<file path="config.mk">
export PLATFORM = sky130hd
export DESIGN_NAME = leb128_stream_unpack
export DESIGN_NICKNAME = d
export VERILOG_FILES = /design/src/rtl/leb128_stream_unpack.sv
export SDC_FILE = /design/constraint.sdc
export NUM_CORES = 1
export LEC_CHECK = 0
export CAP_MARGIN = 15
export CORE_MARGIN = 2
export CORE_UTILIZATION = 45
export DETAILED_ROUTE_END_ITERATION = 7
export PLACE_DENSITY = 0.63
export SLEW_MARGIN = 25
export SYNTH_ARGS = -nofsm -noshare
export SYNTH_HDL_FRONTEND = slang
export SYNTH_HIERARCHICAL = 1
export SYNTH_SLANG_ARGS = --single-unit
</file>
<file path="constraint.sdc">
create_clock -name clk -period 5.8 [get_ports clk]
set_input_delay 0.58 -clock clk [delete_from_list [all_inputs] [get_ports clk]]
set_output_delay 0.58 -clock clk [all_outputs]
set_load 0.01 [all_outputs]
</file>
<file path="src/rtl/leb128_stream_unpack.sv">
// ---------------------------------------------------------------------------
// leb128_stream_unpack
//
// Streaming LEB128 decoder. Encoded bytes arrive over a valid/ready handshake
// and are collected one value at a time into a byte window (first byte in the
// MSBs). Once a terminator byte (bit7 = 0) or MAXB bytes have been taken, the
// decoded value is held on an output valid/ready handshake until accepted.
// Fill and emit never overlap.
//
// Parameters:
//   N      : decoded value width, 32 or 64. MAXB = ceil(N/7) bytes.
//   SIGNED : 1 = sign-extended result, 0 = zero-extended result.
//
// Ports:
//   clk       : clock, all state changes on the rising edge.
//   rstn      : synchronous active-low reset.
//   in_data   : encoded byte.
//   in_valid  : in_data is valid.
//   in_ready  : block accepts in_data this cycle.
//   out_data  : decoded value (0 when out_valid = 0 or on error).
//   out_len   : number of bytes consumed, 1..MAXB.
//   out_err   : overlong encoding, no terminator within MAXB bytes.
//   out_valid : out_data/out_len/out_err are valid.
//   out_ready : consumer accepts the output.
//
// Also contains the window decoders unpack_unsigned / unpack_signed and
// their shared core leb128_window_decode.
// ---------------------------------------------------------------------------

// Shared core: finds the first terminator in the window and returns the
// concatenated 7-bit payload groups up to and including it (zeros above).
// With no terminator the whole window is used and len = MAXB.
module leb128_window_decode #(
    parameter int MAXB = 10
) (
    input  logic [8*MAXB-1:0] window,
    output logic [7*MAXB-1:0] raw,
    output logic [3:0]        len
);
    localparam int W = 7 * MAXB;

    logic [W-1:0]    payload;
    logic [MAXB-1:0] term;
    int              nbytes;

    generate
        for (genvar gi = 0; gi < MAXB; gi++) begin : g_byte
            assign payload[7*gi +: 7] = window[8*MAXB-2-8*gi -: 7];
            assign term[gi]           = ~window[8*MAXB-1-8*gi];
        end
    endgenerate

    always_comb begin
        nbytes = MAXB;
        // Scan from the top so the lowest-numbered terminator wins.
        for (int i = MAXB - 1; i >= 0; i--) begin
            if (term[i]) begin
                nbytes = i + 1;
            end
        end
        raw = '0;
        for (int j = 0; j < W; j++) begin
            if (j < 7 * nbytes) begin
                raw[j] = payload[j];
            end
        end
        len = 4'(nbytes);
    end
endmodule

// Zero-extended decode; payload bits above N are dropped.
module unpack_unsigned #(
    parameter int N = 64
) (
    input  logic [8*((N+6)/7)-1:0] window,
    output logic [N-1:0]           value,
    output logic [3:0]             len
);
    localparam int MAXB = (N + 6) / 7;
    localparam int W    = 7 * MAXB;

    logic [W-1:0] raw;
    logic         unused_hi;

    leb128_window_decode #(.MAXB(MAXB)) u_core (
        .window (window),
        .raw    (raw),
        .len    (len)
    );

    assign value     = raw[N-1:0];
    assign unused_hi = ^raw[W-1:N];
endmodule

// Sign-extended decode: bit 6 of the terminating byte is the sign.
module unpack_signed #(
    parameter int N = 64
) (
    input  logic [8*((N+6)/7)-1:0] window,
    output logic [N-1:0]           value,
    output logic [3:0]             len
);
    localparam int MAXB = (N + 6) / 7;
    localparam int W    = 7 * MAXB;

    logic [W-1:0] raw;
    logic         sign;
    logic         unused_hi;

    leb128_window_decode #(.MAXB(MAXB)) u_core (
        .window (window),
        .raw    (raw),
        .len    (len)
    );

    always_comb begin
        sign = 1'b0;
        for (int i = 0; i < MAXB; i++) begin
            if (int'(len) == i + 1) begin
                sign = raw[7*i+6];
            end
        end
        value = '0;
        for (int j = 0; j < N; j++) begin
            value[j] = (j < 7 * int'(len)) ? raw[j] : sign;
        end
    end

    assign unused_hi = ^raw[W-1:N];
endmodule

module leb128_stream_unpack #(
    parameter int N      = 64,
    parameter bit SIGNED = 1
) (
    input  logic         clk,
    input  logic         rstn,
    input  logic [7:0]   in_data,
    input  logic         in_valid,
    output logic         in_ready,
    output logic [N-1:0] out_data,
    output logic [3:0]   out_len,
    output logic         out_err,
    output logic         out_valid,
    input  logic         out_ready
);
    localparam int MAXB = (N + 6) / 7;

    typedef enum logic {
        FILL = 1'b0,
        EMIT = 1'b1
    } state_t;

    state_t              state_reg, state_next;
    logic [3:0]          cnt_reg;
    logic [8*MAXB-1:0]   window_reg;
    logic                err_reg;
    // Holds in_ready low until the first edge with rstn released.
    logic                run_reg;

    logic [N-1:0]        dec_value;
    logic [3:0]          dec_len;
    logic                accept;
    logic                last_byte;

    generate
        if (SIGNED) begin : g_signed
            unpack_signed #(.N(N)) u_dec (
                .window (window_reg),
                .value  (dec_value),
                .len    (dec_len)
            );
        end else begin : g_unsigned
            unpack_unsigned #(.N(N)) u_dec (
                .window (window_reg),
                .value  (dec_value),
                .len    (dec_len)
            );
        end
    endgenerate

    assign in_ready  = rstn && run_reg && (state_reg == FILL);
    assign accept    = in_valid && in_ready;
    assign last_byte = (cnt_reg == 4'(MAXB - 1));

    always_comb begin
        state_next = state_reg;
        case (state_reg)
            FILL: begin
                if (accept && (!in_data[7] || last_byte)) begin
                    state_next = EMIT;
                end
            end
            EMIT: begin
                if (out_ready) begin
                    state_next = FILL;
                end
            end
            default: state_next = FILL;
        endcase
    end

    always_ff @(posedge clk) begin
        if (!rstn) begin
            state_reg  <= FILL;
            cnt_reg    <= 4'd0;
            window_reg <= '0;
            err_reg    <= 1'b0;
            run_reg    <= 1'b0;
        end else begin
            run_reg   <= 1'b1;
            state_reg <= state_next;
            if (accept) begin
                for (int i = 0; i < MAXB; i++) begin
                    if (cnt_reg == 4'(i)) begin
                        window_reg[8*MAXB-1-8*i -: 8] <= in_data;
                    end
                end
                cnt_reg <= cnt_reg + 4'd1;
                // Error only if the MAXB-th byte still has its continuation bit.
                err_reg <= in_data[7] && last_byte;
            end else if ((state_reg == EMIT) && out_ready) begin
                window_reg <= '0;
                cnt_reg    <= 4'd0;
                err_reg    <= 1'b0;
            end
        end
    end

    assign out_valid = (state_reg == EMIT);
    assign out_err   = out_valid && err_reg;
    assign out_data  = (out_valid && !err_reg) ? dec_value : '0;
    assign out_len   = !out_valid ? 4'd0 : (err_reg ? 4'(MAXB) : dec_len);
endmodule

</file>
==> results.json <==
{
  "clk_pin_slew_ns": 0.06,
  "path_delay_family": "buffers and inverters",
  "finalCritPeriodShare_pct": 101,
  "setup_viol": 1,
  "cts_tree": "yes",
  "fin_setup_tns_ns": -0.0434,
  "largest_reg_flops": 74,
  "hold_path.class": "reg -> reg",
  "syn_area_um2": 6870,
  "final_area_um2": 8530,
  "numCtsBuffers": 9,
  "grtUsageTotal_pct": 27.7,
  "crit_chain": "nand2_1 > a31oi_1 > o21ai_0 > buf_4 > fa_1 > inv_1 > ha_1 > fa_2 > buf_4 > xnor2_1 > buf_12 > o311a_1 > inv_1 > a221oi_2 > nor2_2 > a221oi_4 > buf_4 > buf_12 > mux2_2 > and2_1 > clkdlybuf4s50_1",
  "wl_um": 22500,
  "antennaDiodeCount": 0,
  "drt_pass1_iterations": 5,
  "place.gp.congestion": 0.964,
  "status": "complete, but fails checks",
  "dpl.hpwl_um": 17500,
  "rows": 45,
  "drtAntennaViolNets": 0,
  "final_util_pct": 56.5,
  "initial_utilization_pct": 45.5,
  "leakage_nw": 4.24,
  "nFillCells": 1339,
  "routedWlPerCell_um": 22.0,
  "maxSlewHeadroom_pct": 33.2,
  "grt_max_degree": 67,
  "fin_skew_ns": 0.00466,
  "initialDrtViolationCount": 648,
  "clock_tree.buffer_depth": 2,
  "cts_hold_buf": 0,
  "max_freq_mhz": 171,
  "grt_pass1_vias": 5839,
  "drc": 0,
  "rsz0062_at_grt": "true",
  "yosys_warnings": 6,
  "final_cell_mix": "79 x dfxtp_1, 74 x and2_1, 65 x o2bb2ai_1",
  "clk_latency_ns": 0.34,
  "cts_root_buffer": "clkbuf_16",
  "layout_setup_ws_ns": -0.0434,
  "die_x_um": 128,
  "antenna_found_initial": 0,
  "peakVddDrop_uv": 168,
  "layout_commonest_cell": "dfxtp_1",
  "cp_slowest_stage_delay_ns": 0.55,
  "critPathKind": "reg -> out",
  "drv_slew": 0,
  "cp_num_buf_inv": 8,
  "syn-mean-instance-area_um2": 9.07,
  "syn_nets": 803,
  "vias": 6130,
  "violations": "negative setup slack",
  "grt_overflow": 0,
  "io_pins": 83,
  "p_per_area_nw_per_um2": 178,
  "finalHoldViolations": 0,
  "tightest_slew_ns": 1.00,
  "die_area_um2": 16300,
  "critPathLaunchType": "flip-flop",
  "via_per_inst": 5.99,
  "port_buffers": 82,
  "fin_crit_ns": 5.84,
  "clock_sinks": 81,
  "syn_to_final_growth_pct": 24.1,
  "die_height_um": 128,
  "required_ns": 5.22,
  "h-tree-depth": 3,
  "synthCells": 758,
  "grt_pass1_wl_um": 34700,
  "cp_slowest_cell": "clkdlybuf4s50_1",
  "cp-end-kind": "primary output",
  "drive_gt1_share_pct": 20.6,
  "cp.arrival_ns": 5.26,
  "cap_violations": 0,
  "crit_top_cell": "buf_4",
  "dpl_cell_area_um2": 7850,
  "cp_max_fo": 32,
  "core_um2": 15100,
  "fin_nets": 877
}
-- through the flow --
step                      cells  hold slack (ns)  setup WS, ns  power (mW)
after floorplan             758            0.424         0.569       0.801
after global placement     1000            0.438         0.329       0.891
after detailed placement   1000            0.452         0.207       0.893
after CTS                  1016            0.465       0.00539        1.51
after global routing       1024            0.490        -0.260        1.57
final                      1024            0.465       -0.0434        1.52
-- final timing paths --
path | start | end | slack, ns | cells past startpoint
worst min-delay path | window_reg[10] | window_reg[10] | 0.47 | 2
worst max register to register | cnt_reg[2] | window_reg[19] | 3.51 | 3
worst max-delay path | window_reg[55] | out_data[52] | -0.04 | 21
worst min register to register | window_reg[10] | window_reg[10] | 0.47 | 2
-- layout make-up --
class	instances	area (um2)	area share (%)
clock buffer	11	253	2.96
clock inverter	4	76.3	0.895
inverter	21	82.6	0.968
multi-input combinational	601	4960	58.1
sequential	81	1630	19.1
tap	188	235	2.76
timing repair buffer	118	1300	15.2
-- tightest hold or removal path, cell delays in order, from the launching register on --
cell	delay, ns
dfxtp_1	0.31
nand2_1	0.05
mux2i_1	0.05
-- where the power goes --
| group | switching (mW) | internal (mW) |
|---|---|---|
| combinational | 0.183 | 0.149 |
| clock | 0.219 | 0.398 |
| sequential | 0.00691 | 0.563 |
| total | 0.410 | 1.11 |
-- per-layer routing --
metal	GRT usage [%]	wire length, um	up-vias
met4	8.53	509	0
met2	44.7	10500	241
met3	3.52	1400	36
met5	0	0	-
met1	38.6	10200	2942
li1	-	-	2911
-- what timing repair did --
item | in CTS | in global routing
endpoints found under the hold margin | 0 | 0
setup endpoints to repair | 64 | 64
setup buffers | 0 | 7
resized for setup | 12 | 76
gates cloned | 1 | 0
pin swaps | 1 | 6
Note: power is estimated with default switching activity, not from simulation.
